<file path="src/rtl/snes_controller_emulator.sv">
// -----------------------------------------------------------------------------
// snes_controller_emulator
//
// Controller-side end of the NES/SNES serial pad protocol. The host (console or
// receiver) drives latch and shift clock asynchronously. This block
// synchronises both pins into the system clock domain and edge-detects them.
// It then presents the button states on ctrl_data, one bit per host clock
// rising edge. A 0 on ctrl_data means the button is pressed.
//
// Parameters:
//   SNES_MODE   - 1: 16-bit SNES frame, 0: 8-bit NES frame
//   SYNC_STAGES - synchroniser depth per input pin (values below 2 are
//                 raised to 2)
//
// Ports:
//   system_clk_50MHz - system clock, all state updates on its rising edge
//   reset            - synchronous, active-high
//   buttons[11:0]    - pressed=1: A,B,Select,Start,Up,Down,Left,Right,X,Y,L,R
//   ctrl_latch       - host latch pin, asynchronous, active-high
//   ctrl_clk         - host shift clock pin, asynchronous, idles high
//   ctrl_data        - serial data to host, active-low, registered
//   bit_index[4:0]   - index of the bit on ctrl_data, saturates at frame length
//   frame_done       - one-cycle pulse once the last frame bit is shifted past
//
// Latency: a pin edge shows up on ctrl_data SYNC_STAGES+1 system cycles later.
// This is SYNC_STAGES synchroniser flops plus the output register. The extra
// edge-detect copy runs alongside the output register, so it adds no cycle.
// -----------------------------------------------------------------------------
module snes_controller_emulator #(
    parameter int SNES_MODE   = 1,
    parameter int SYNC_STAGES = 2
) (
    input  logic        system_clk_50MHz,
    input  logic        reset,
    input  logic [11:0] buttons,
    input  logic        ctrl_latch,
    input  logic        ctrl_clk,
    output logic        ctrl_data,
    output logic [4:0]  bit_index,
    output logic        frame_done
);

    localparam int FRAME_BITS = (SNES_MODE != 0) ? 16 : 8;
    localparam int STAGES     = (SYNC_STAGES < 2) ? 2 : SYNC_STAGES;

    localparam logic [4:0] LAST_INDEX = 5'(FRAME_BITS - 1);
    localparam logic [4:0] END_INDEX  = 5'(FRAME_BITS);

    typedef enum logic [1:0] {
        IDLE     = 2'd0,
        LOADING  = 2'd1,
        SHIFTING = 2'd2,
        DONE     = 2'd3
    } state_t;

    // ------------------------------------------------------------------
    // Input synchronisers and edge detection
    // ------------------------------------------------------------------
    logic [STAGES-1:0] latch_sync;
    logic [STAGES-1:0] clk_sync;
    logic              latch_d;
    logic              clk_d;
    logic              latch_s;
    logic              clk_s;
    logic              latch_rise;
    logic              clk_rise;

    always_ff @(posedge system_clk_50MHz) begin
        if (reset) begin
            latch_sync <= '0;
            clk_sync   <= '1;
            latch_d    <= 1'b0;
            clk_d      <= 1'b1;
        end else begin
            latch_sync <= {latch_sync[STAGES-2:0], ctrl_latch};
            clk_sync   <= {clk_sync[STAGES-2:0], ctrl_clk};
            latch_d    <= latch_s;
            clk_d      <= clk_s;
        end
    end

    assign latch_s    = latch_sync[STAGES-1];
    assign clk_s      = clk_sync[STAGES-1];
    assign latch_rise = latch_s & ~latch_d;
    assign clk_rise   = clk_s & ~clk_d;

    // ------------------------------------------------------------------
    // Load word: the MSB is frame bit 0 and is the first bit on the wire.
    // The word is the inverted buttons because the line is active-low.
    // ------------------------------------------------------------------
    logic [FRAME_BITS-1:0] load_word;

    generate
        if (SNES_MODE != 0) begin : g_snes_word
            // B, Y, Select, Start, Up, Down, Left, Right, A, X, L, R, then four
            // trailing bits that always read as released (1).
            assign load_word = ~{buttons[1], buttons[9], buttons[2], buttons[3],
                                 buttons[4], buttons[5], buttons[6], buttons[7],
                                 buttons[0], buttons[8], buttons[10], buttons[11],
                                 4'b0000};
        end else begin : g_nes_word
            // A, B, Select, Start, Up, Down, Left, Right. X/Y/L/R do not exist
            // on an NES pad.
            logic nes_unused_buttons;
            assign nes_unused_buttons = ^buttons[11:8];
            assign load_word = ~{buttons[0], buttons[1], buttons[2], buttons[3],
                                 buttons[4], buttons[5], buttons[6], buttons[7]};
        end
    endgenerate

    // ------------------------------------------------------------------
    // Frame state machine
    // ------------------------------------------------------------------
    state_t                state;
    state_t                state_nxt;
    logic [FRAME_BITS-1:0] shreg;
    logic [FRAME_BITS-1:0] shreg_nxt;
    logic [4:0]            index_nxt;
    logic                  done_nxt;

    always_ff @(posedge system_clk_50MHz) begin
        if (reset) begin
            state      <= IDLE;
            shreg      <= '1;
            bit_index  <= '0;
            frame_done <= 1'b0;
        end else begin
            state      <= state_nxt;
            shreg      <= shreg_nxt;
            bit_index  <= index_nxt;
            frame_done <= done_nxt;
        end
    end

    always_comb begin
        state_nxt = state;
        shreg_nxt = shreg;
        index_nxt = bit_index;
        done_nxt  = 1'b0;

        // A latch rising edge restarts the frame from any state. It takes
        // priority over a clock edge arriving in the same cycle.
        if (latch_rise) begin
            state_nxt = LOADING;
            shreg_nxt = load_word;
            index_nxt = '0;
        end else begin
            case (state)
                LOADING: begin
                    // While the latch is held the pad is transparent, so the
                    // word tracks the buttons. Clock edges are ignored here.
                    if (latch_s) begin
                        shreg_nxt = load_word;
                        index_nxt = '0;
                    end else begin
                        state_nxt = SHIFTING;
                    end
                end
                SHIFTING: begin
                    if (clk_rise) begin
                        shreg_nxt = {shreg[FRAME_BITS-2:0], 1'b1};
                        if (bit_index == LAST_INDEX) begin
                            index_nxt = END_INDEX;
                            done_nxt  = 1'b1;
                            state_nxt = DONE;
                        end else begin
                            index_nxt = bit_index + 5'd1;
                        end
                    end
                end
                default: begin
                    // IDLE waits for a latch. In DONE the register is already
                    // all ones, so the line sits at 1.
                end
            endcase
        end
    end

    assign ctrl_data = shreg[FRAME_BITS-1];

endmodule

</file>
<file path="config.mk">
export PLATFORM = sky130hd
export DESIGN_NAME = snes_controller_emulator
export DESIGN_NICKNAME = d
export VERILOG_FILES = /design/src/rtl/snes_controller_emulator.sv
export SDC_FILE = /design/constraint.sdc
export NUM_CORES = 1
export LEC_CHECK = 0
export CORE_MARGIN = 3
export CORE_UTILIZATION = 49
export CTS_CLUSTER_SIZE = 12
export DETAILED_ROUTE_END_ITERATION = 7
export PLACE_DENSITY = 0.77
export SLEW_MARGIN = 20
export SYNTH_ARGS = -nofsm -noshare
export SYNTH_HDL_FRONTEND = slang
export SYNTH_SLANG_ARGS = --single-unit
</file>
<file path="constraint.sdc">
create_clock -name system_clk_50MHz -period 2.3 [get_ports system_clk_50MHz]
set_input_delay 0.46 -clock system_clk_50MHz [delete_from_list [all_inputs] [get_ports system_clk_50MHz]]
set_output_delay 0.46 -clock system_clk_50MHz [all_outputs]
set_load 0.02 [all_outputs]
</file>
* Word-level counts from Yosys, hierarchy flattened
Cells that the tools add are included.
** Cells by class
- Add/sub/neg operators :: 1
- Multipliers :: 0
- Divide/modulo/power cells :: 0
- Order comparisons :: 0
- Equality and inequality tests :: 11
- Shifts and indexed selects :: 0
- Multiplexer cells :: 14
- Bitwise logic cells :: 7
- Reductions and logical operators :: 8
** Operators by type and width (count)
- two-way mux 16 bit :: 3
- one-hot mux 16 bit (2 select lines) :: 1
- inverter 16 bit :: 1
- two-way mux 5 bit :: 3
- != test 3 bit (second input constant) :: 4
- one-hot mux 5 bit (2 select lines) :: 1
- != test 2 bit (second input constant) :: 4
- AND reduction 4 bit :: 2
- two-way mux 2 bit :: 3
- AND reduction 3 bit :: 2
- adder 5 x 1 -> 5 bit (second input constant) :: 1
- == test 5 x 4 -> 1 bit (second input constant) :: 1
- inverter 1 bit :: 4
- one-hot mux 2 bit (2 select lines) :: 1
- OR reduction 4 bit :: 1
- nonzero test 3 bit :: 1
- AND 1 bit :: 2
- == test 2 x 1 -> 1 bit (second input constant) :: 1
- == test 2 bit (second input constant) :: 1
- two-way mux 1 bit :: 2
- nonzero test 2 bit :: 1
- OR reduction 2 bit :: 1
** Storage, ports and cells
- Flip-flop bits (word level) :: 30
- Latch bits :: 0
- RAM bits :: 0
- Bits in read-only memories :: 0
- Input bits :: 16
- Output and inout bits :: 7
- Memories :: 0

* Logic depth before layout (Yosys ltp)
- Word-level depth :: 5
- Mapped depth :: 6
- Gate-level depth less buffers :: 6

* Worst setup path before layout
No wires, ideal clock.
- Path kind :: register to register
- From :: reg bit_index[0]
- To :: reg bit_index[1]
- Library setup time :: 70 ps
- Arrival :: 1669 ps
- Required time :: 2230 ps
- Setup slack :: 561 ps
- Stages on the path, launching flop included :: 6
- Path buffers :: 0
- Cell sequence :: dfxtp_1 ha_1 and3_1 ha_1 or4b_1 a21oi_1
** Between the ends
- Longest elaborated chain between the ends :: 4
- Elaborated cells between the ends (all ways) :: 5
- Classes of those cells :: add/sub (1); eq/ne (1); mux (3)
** Ends and longest elaborated chain
- from (decl) :: RTL line 39 : output logic [4:0] bit_index,
- from (signal assigned) :: RTL line 130 : bit_index <= index_nxt;
- adder 5 x 1 -> 5 bit / == test 5 x 4 -> 1 bit (equally long branches) :: RTL line 167, 162
- two-way mux 5 bit * :: RTL line 162 : if (bit_index == LAST_INDEX) begin
- two-way mux 5 bit * :: RTL line 160 : if (clk_rise) begin
- one-hot mux 5 bit (2 select lines) * :: RTL line 148 : case (state)
Every way passes the cells marked *; elsewhere a longest branch is shown, timed or not. The select of a mux whose other input is x is not followed.
A chain may end at the register's enable or synchronous reset.

* Worst setup path after layout
- From :: reg bit_index[0]
- To :: out bit_index[0]
No word-level cell between the ends.

==> flow_summary.rst <==
.. list-table::
   :header-rows: 1

   * - Metric
     - Value
   * - Setup repair after global routing missed its margin
     - no
   * - Nature of the critical path startpoint
     - flop
   * - Post-CTS Resized
     - 0
   * - Number of setup buffers added after CTS
     - 0
   * - Congestion Overflow GR
     - 0
   * - Clock tree buffer depth
     - 2
   * - Initial standard-cell utilization of the core
     - 54.00%
   * - Run status
     - completed
   * - Final worst path period share
     - 78.43%
   * - Number of antenna violations at the first check in global routing
     - 0
   * - Fraction of synthesized cell area taken by the top area cell type
     - 46.74%
   * - Setup violators final
     - 0
   * - Setup_tns
     - 0 ps
   * - Crit path required time
     - 1840 ps
   * - Tightest slew margin relative to the limit
     - 64.83%
   * - Flip-flop and latch count after synthesis
     - 26
   * - Highest attainable clock frequency
     - 554.4 MHz
   * - Footprint of the flip-flops and latches
     - 520.5 sq um
   * - Origin of the worst min-delay path
     - clk_sync[0]
   * - Master of the slowest instance on the critical path
     - clkdlybuf4s50_1
   * - Drt first pass iters
     - 5
   * - Shortest period the worst path allows
     - 1804 ps
   * - Sum of net half-perimeters after detailed placement
     - 1615 um
   * - Count of hold buffers inserted by post-cts repair
     - 0
   * - Post-detailed-route wirelength per cell
     - 12.94 um
   * - Largest net degree at the start of global routing
     - 18
   * - Fill count
     - 177
   * - Via count of the first global-routing pass
     - 977
   * - Category of the critical setup timing path
     - flop to primary output
   * - Multi-input gate area in the final layout
     - 543.0 sq um
   * - Clock net sink count
     - 26
   * - Clock tree skew after final layout
     - 6.345 ps
   * - Signal arrival time at the worst endpoint
     - 1340 ps
   * - Synth Area per Inst
     - 8.566 sq um
   * - Cell-by-cell trace of the critical path
     - clkdlybuf4s50_1
   * - Fraction of final layout cells with drive strength greater than 1
     - 10.00%
   * - Per-cell via count in the routed design
     - 5.661
   * - Number of buffers inserted during clock tree synthesis
     - 3
   * - GP Congestion
     - 0.7780
   * - Highest cell delay on the worst timing path
     - 620 ps
   * - Power density over cell area
     - 544.1 nW/um^2
   * - Area Overhead vs Synth
     - 24.38%
   * - Row Count
     - 16
   * - Min setup slack post-route
     - 496.1 ps
   * - Max-cap violation count
     - 0
   * - H-tree lvl count
     - 1
   * - Number of remaining DRC errors
     - 0
   * - Area of the die
     - 2880 sq um
   * - Initial detailed-routing violation count
     - 20
   * - Insertion delay to the later sink of the worst-skew pair
     - 320 ps
   * - Path type of the worst min-delay path
     - flop to flop
   * - Count of different cell masters after synthesis
     - 29
   * - Master cell of the clock root buffer
     - clkbuf_4
   * - Clock tree from TritonCTS
     - done
   * - Width of the die
     - 53.67 um
   * - Post-route total power
     - 0.7536 mW
   * - GRT Total Usage
     - 19.38%
   * - Number of primary I/O pins
     - 23
   * - Via count
     - 1002
   * - Critical Path Sink Type
     - primary output
   * - Post-synth EDFFs
     - 0
   * - Syn nets
     - 148
   * - Number of nets in the layout
     - 170
   * - Portion of the post-synthesis area used by sequential elements
     - 46.74%
   * - Global-route wire length before repair
     - 4126 um
   * - Worst Tran Pin Value
     - 527.5 ps
   * - Leading post-synthesis cells by cell area
     - dfxtp_1 (47%), o21ai_0 (15%), a31oi_1 (6.2%), or2_2 (3.4%), mux2i_1 (2.7%)
   * - Area of the mapped netlist
     - 1114 sq um
   * - Antenna cells
     - 0
   * - Number of buffer and inverter stages on the critical path
     - 1
   * - Most instantiated flip-flop cell in the synthesis netlist
     - dfxtp_1
   * - Core area
     - 2062 sq um
   * - Number of slew-limit violations in the final report
     - 0
   * - Port buffer count
     - 22
   * - Height of the die
     - 53.67 um
   * - Final hold vios
     - 0
   * - Top cell type by total area after synthesis
     - dfxtp_1
   * - Fraction of registers with async set or reset after synthesis
     - 0%
   * - Worst-case vdd ir drop
     - 0.0005075 V
   * - Critical R2R Launch
     - bit_index[0]
   * - Clock transition at path regs
     - 120 ps
   * - Synthesis warning total
     - 0
   * - Worst slack, placed
     - 547.8 ps
   * - First element of the critical path
     - bit_index[0]
   * - Final wirelength
     - 2291 um
   * - Number of nets with antenna violations after routing
     - 0
   * - Crit path max fanout
     - 4
   * - Critical path's top delay family
     - buffers and inverters
   * - Leakage
     - 0.4928 nW
   * - Gate count after technology mapping
     - 130
==> worst paths after layout <==
check	endpoint	slack, ps	cells after the start
setup / recovery	bit_index[0]	500	1
hold / removal	clk_sync[1]	420	1
setup reg to reg	bit_index[1]	530	5
hold reg to reg	clk_sync[1]	420	1
==> logic make-up (layout without fill, tap and decap cells) <==
family | count (synthesis) | after routing | synth area share [%]
mux | 3 | 3 | 2.697
compound gates | 53 | 53 | 26.07
simple gates | 33 | 33 | 17.75
flops | 26 | 26 | 46.74
fa+ha+maj | 2 | 2 | 2.247
buf+inv | 13 | 33 | 4.494
==> registers in the layout, summed over array words and instances, names as in the netlist <==
name and cells:
shreg 12, bit_index 5, clk_sync 2, latch_sync 2
state 2, clk_d 1, frame_done 1, latch_d 1
==> cells in the mapped netlist, types with 2 or more instances <==
master,number
a31oi_1,11
dfxtp_1,26
nand2_1,2
nor2_1,8
nor2b_1,3
nor3_1,3
inv_1,4
ha_1,2
o21ai_0,34
or2_2,6
clkbuf_1,8
mux2i_1,3
a21oi_1,4
==> cell usage in the layout, fill, tap and decap left out, types with 2 or more instances in the layout <==
cell	n
o21ai_0	34
dfxtp_1	26
clkdlybuf4s50_1	22
a31oi_1	11
nor2_1	8
or2_2	6
inv_1	4
a21oi_1	4
buf_4	4
nor2b_1	3
mux2i_1	3
nor3_1	3
clkbuf_4	3
nand2_1	2
ha_1	2
==> area by class of cell <==
cell class	instances	area share, %
timing repair buffer	26	18.07
multi-input combinational	91	39.21
clock buffer	3	1.626
tap	27	2.439
inverter	4	1.084
sequential	26	37.58
==> per-stage QoR <==
stage	util (%)	instances	area, sq um	hold WS (ps)
final	67.17	177	1385	423.6
after global routing	67.17	177	1385	458.6
after CTS	67.17	177	1385	429.3
after detailed placement	66.08	174	1363	398.5
after global placement	66.08	174	1363	392.3
after floorplan	-	130	1114	389.5
==> worst register-to-register path, cell delays in order (launching register included) <==
cell and delay, ps:
dfxtp_1 360, ha_1 230, and3_1 190, ha_1 240
or4b_1 540, a21oi_1 150
==> report_power, final <==
group	internal [mW]	leakage [nW]	total, mW	switching [mW]
logic	0.0479	0.266	0.0879	0.0400
registers	0.468	0.213	0.478	0.00984
clock network	0.0614	0.0138	0.188	0.126
==> routing by layer <==
metal  up-vias  GRT usage (%)  wire length (um)
met5         -              0                 0
met4         0          7.660                42
met3         5          4.155                94
met2        26          31.45              1008
met1       462          24.75              1146
li1        509              -                 -
Note: power is estimated with default switching activity, not from simulation.
==> variant 1: new RTL, config.mk and constraints unchanged <==
Reset style: asynchronous (`reset`), changed in 2 clocked blocks.
--- a/src/rtl/snes_controller_emulator.sv
+++ b/src/rtl/snes_controller_emulator.sv
@@ -65,7 +65,7 @@
     logic              latch_rise;
     logic              clk_rise;
 
-    always_ff @(posedge system_clk_50MHz) begin
+    always_ff @(posedge system_clk_50MHz or posedge reset) begin
         if (reset) begin
             latch_sync <= '0;
             clk_sync   <= '1;
@@ -118,7 +118,7 @@
     logic [4:0]            index_nxt;
     logic                  done_nxt;
 
-    always_ff @(posedge system_clk_50MHz) begin
+    always_ff @(posedge system_clk_50MHz or posedge reset) begin
         if (reset) begin
             state      <= IDLE;
             shreg      <= '1;
Function: differs if reset is asserted again (counterexample within 4 cycles, from zero or initial values and one cycle with reset high); with reset held inactive, the same outputs for 10 cycles.
==> variant 1 against the original RTL <==
  * Design area grew 9.3%
  * Routed wire length grew 8.9%
  * Sequential cell count is the same
  * Synthesized area grew 11%
  * Non-clock buffer count grew 2
  * Global-route usage shrank 2.7 points
  * Setup slack lost 0.11 ns
  * Largest cell class is now flip-flops and latches
Power is not compared: it rests on default switching activity, and its combinational part moved more than twofold at a synthesized area within 25%.
==> variant 1: results (changes against the original RTL) <==
Outcome
  – Status: complete, no violations

STA
  – Skew final: 0.00529 ns (-0.00105 ns)
  – Worst slew margin: 0.628 (-0.0200)

Setup path
  – RR Startpoint: bit_index[0]
  – R2r endpoint: bit_index[2]
  – Crit Path Max Fanout: 2 (-2)
  – CP arrival: 1.45 ns (+0.11 ns)
  – Cell count of the worst reg-to-reg path: 6 (+1)

GRT
  – Largest net degree at the start of global routing: 27 (+9)
  – Total track usage: 0.167 (-0.0267)
  – First-pass GRT wire length: 4340 um (+5.2%)

Routing
  – Wire length per cell: 14.8 um (+14%)
  – Detailed-route via count: 965 (-3.7%)

Logic synthesis
  – Mux cell area share after synthesis: 0.0203 (-0.00668)
  – Synth area leaders: dfstp_2, dfrtp_1, o21ai_0, a21oi_2, nor3_1
  – Syn_nets: 135 (-8.8%)
  – Yosys cell types: 30 (+3.4%)
  – Main flop type after synthesis: dfstp_2

Layout
  – Clk_buf instances: 4 (+1)
  – Nets: 160 (-5.9%)

Placed design
  – Dpl ws: 0.517 ns (-0.0305 ns)
  – Final HPWL DP: 1720 um (+6.7%)
  – Placed insts: 165 (-5.2%)

Hold path
  – Hold worst-path end: clk_sync[1]
  – Hold Crit Depth: 0 (-1)
  – Hold Startpoint: clk_sync[0]
variant 1: cell count changes after synthesis, sizes merged, moves of 10 or more:
cell | before | now
nor3 | 3 | 13
dfstp | 0 | 15
dfxtp | 26 | 0
o21ai | 36 | 25
a31oi | 11 | 1
dfrtp | 0 | 11
variant 1: layer usage:
metal / wire length [um] / vias up / global-route usage
met1: 1140 / 478 / 0.232
met3: 109 / 2 / 0.0209
met2: 1230 / 23 / 0.287
met5: 0 / - / 0
met4: 17 / 0 / 0.0203
li1: - / 462 / -
variant 1: power groups by stage:
| stage | clock network, mW | registers, mW | logic [mW] |
|---|---|---|---|
| 2_1_floorplan | 0 | 0.641 | 0.206 |
| 3_3_place_gp | 0 | 0.633 | 0.301 |
| 3_5_place_dp | 0 | 0.637 | 0.311 |
| 4_1_cts | 0.203 | 0.630 | 0.312 |
| 5_1_grt | 0.223 | 0.645 | 0.341 |
| 6_report | 0.196 | 0.630 | 0.310 |
variant 1: how the worst max path moves through the flow:
stage / endpoint / cells after the start / from / slack, ns
after detailed placement: bit_index[2] / 6 / bit_index[0] / 0.52
after floorplan: bit_index[3] / 6 / bit_index[0] / 0.61
after global routing: bit_index[0] / 6 / bit_index[0] / 0.34
after CTS: ctrl_data / 1 / shreg[15] / 0.38
final: ctrl_data / 1 / shreg[15] / 0.39
after global placement: bit_index[2] / 6 / bit_index[0] / 0.65
variant 1: per-stage QoR:
stage / hold slack (ns) / total power [mW] / utilization / instance area, um2
after floorplan: 0.331 / 0.847 / - / 1230
after global placement: 0.337 / 0.935 / 0.648 / 1490
after detailed placement: 0.342 / 0.948 / 0.648 / 1490
after CTS: 0.369 / 1.15 / 0.659 / 1510
after global routing: 0.376 / 1.21 / 0.659 / 1510
final: 0.367 / 1.14 / 0.659 / 1510
==> variant 2: new RTL, same settings <==
Without the edit above. Set the parameter `SYNC_STAGES` to 4 (it was 2). Comments in the files are not updated.
--- a/src/rtl/snes_controller_emulator.sv
+++ b/src/rtl/snes_controller_emulator.sv
@@ -28,7 +28,7 @@
 // -----------------------------------------------------------------------------
 module snes_controller_emulator #(
     parameter int SNES_MODE   = 1,
-    parameter int SYNC_STAGES = 2
+    parameter int SYNC_STAGES = 4
 ) (
     input  logic        system_clk_50MHz,
     input  logic        reset,
Check against the original RTL: not equivalent (a bounded check fails within 4 cycles, from zero or initial values and one cycle with reset high).
==> variant 2 against the original RTL <==
  * Routed wire length rose by 17%
  * Synthesized area rose by 9.4%
  * Clock skew grew 0.0017 ns
  * Power up 30%
  * Sequential cell count rose by 4
  * Largest cell class is now flip-flops and latches
  * Largest power group unchanged
  * Setup slack got worse by 0.0089 ns
  * Design area rose by 12%
==> variant 2: results (changes against the original RTL) <==
Clock network
  – Clk slew on worst S/H paths: 0.09 ns (-0.03 ns)
  – Post-CTS setup buffer count: 0 (unchanged)
  – Post-CTS sizing: 0 (unchanged)
  – Clock latency on the worst-skew pair: 0.33 ns
  – H-Tree Depth: 2 (+1)
  – CTS Buf Count: 5 (+2)

Placed design
  – Placed insts: 184 (+5.7%)
  – Final Wtd Congestion: 0.728 (-6.5%)
  – Dpl ws: 0.537 ns (-0.0111 ns)
  – Final HPWL DP: 1860 um (+15%)
  – Area of placed instances: 1480 um2 (+8.4%)

Routing
  – Met2 wire len: 1310 um (+30%)
  – Routed vias/inst: 5.67 (+0.19%)
  – WL met1: 1190 um (+3.4%)
  – Initial DRC Count: 38 (+90%)
  – DRT Pass-1 Iters: 4 (-1)
  – Wire length on met3: 131 um (+39%)
  – Uppermost routed layer: met4
  – WL final: 2690 um (+17%)

Power
  – P_leak: 0.562 nW (+14%)
  – Max IR drop VDD: 0.477 mV (-6.0%)

GRT
  – Total track usage: 0.183 (-0.0108)
  – First-pass GRT wire length: 4570 um (+11%)
  – Vias in the first global route: 1068 (+9.3%)
  – Largest net degree at the start of global routing: 19 (+1)
  – Antenna violations before repair: 0 (unchanged)

Logic synthesis
  – Sequential fraction of the synthesis area: 0.493 (+0.0254)
  – Syn_nets: 156 (+5.4%)
  – Synth area leaders: dfxtp_1, o21ai_0, a31oi_1, or2_2, clkbuf_1
  – Yosys cell types: 27 (-6.9%)
  – Async SR Flop Fraction: 0 (unchanged)
  – Syn Area/Cell: 8.83 um2 (+3.1%)
  – Commonest cells in the netlist: o21ai_0, dfxtp_1, a31oi_1, clkbuf_1

Layout
  – Final cell count without fillers: 192 (+8.5%)
  – Share of post-route cells with drive strength above 1: 0.146 (+0.0463)
  – Filler cell count: 189 (+6.8%)
  – Area of the multi-input gates: 573 um2 (+5.5%)

Setup path
  – R2r endpoint: bit_index[2]
  – Cell count of the worst reg-to-reg path: 6 (+1)
  – R2r setup slk: 0.50 ns (-0.03 ns)
  – CP max-delay cell: clkdlybuf4s50_1

STA
  – WHS: 0.415 ns (-0.00839 ns)
  – Actual slew at the worst max-slew pin: 0.453 ns (-0.0741 ns)
  – Skew final: 0.00802 ns (+0.00167 ns)
  – Final worst path period need: 1.81 ns (+0.00894 ns)

Hold path
  – Hold worst-path end: clk_sync[2]
  – Hold Crit Depth: 1 (unchanged)
  – Hold Startpoint: clk_sync[1]
  – Hold Crit Class: reg -> reg

Outcome
  – Status: complete, no violations
## variant 2: cell count changes in the layout (fill, tap and decap cells not counted), sizes merged
cell,delta
o22ai,+1
nor3,-1
clkbuf,+5
or2,+2
a21oi,+1
inv,-1
a221oi,-1
dfxtp,+4
nand2,+1
nor2b,+2
buf,+1
## variant 2: cells by family (layout without fill, tap and decap cells)
kind of cell    count (synthesis)  count (layout)  share of synthesized area
compound gates                 54              54                      0.240
simple gates                   37              37                      0.185
flops                          30              30                      0.493
mux                             3               3                     0.0246
fa+ha+maj                       2               2                     0.0205
buf+inv                        12              38                     0.0370
## variant 2: layout make-up
type / instances / area share
Timing Repair Buffer: 27 / 0.166
Inverter: 3 / 0.00723
Sequential cell: 30 / 0.386
Multi-Input combinational cell: 96 / 0.368
Clock buffer: 8 / 0.0506
Tap cell: 28 / 0.0225
## variant 2: worst max-delay path by stage
| stage | endpoint | cells after the start |
|---|---|---|
| 2_1_floorplan | bit_index[1] | 5 |
| 3_3_place_gp | bit_index[1] | 5 |
| 3_5_place_dp | bit_index[1] | 5 |
| 4_1_cts | bit_index[0] | 1 |
| 5_1_grt | bit_index[1] | 5 |
| 6_report | bit_index[0] | 1 |
## variant 2: power by group
group	switching (mW)	total (mW)	internal (mW)
Combinational	0.0211	0.0566	0.0355
Sequential	0.00378	0.532	0.529
Clock	0.181	0.390	0.209
Total	0.206	0.978	0.773
## variant 2: layer usage
layer	GRT usage	vias up
met5	0	-
met2	0.318	30
met3	0.0487	8
met4	0.0847	0
met1	0.208	509
li1	-	542
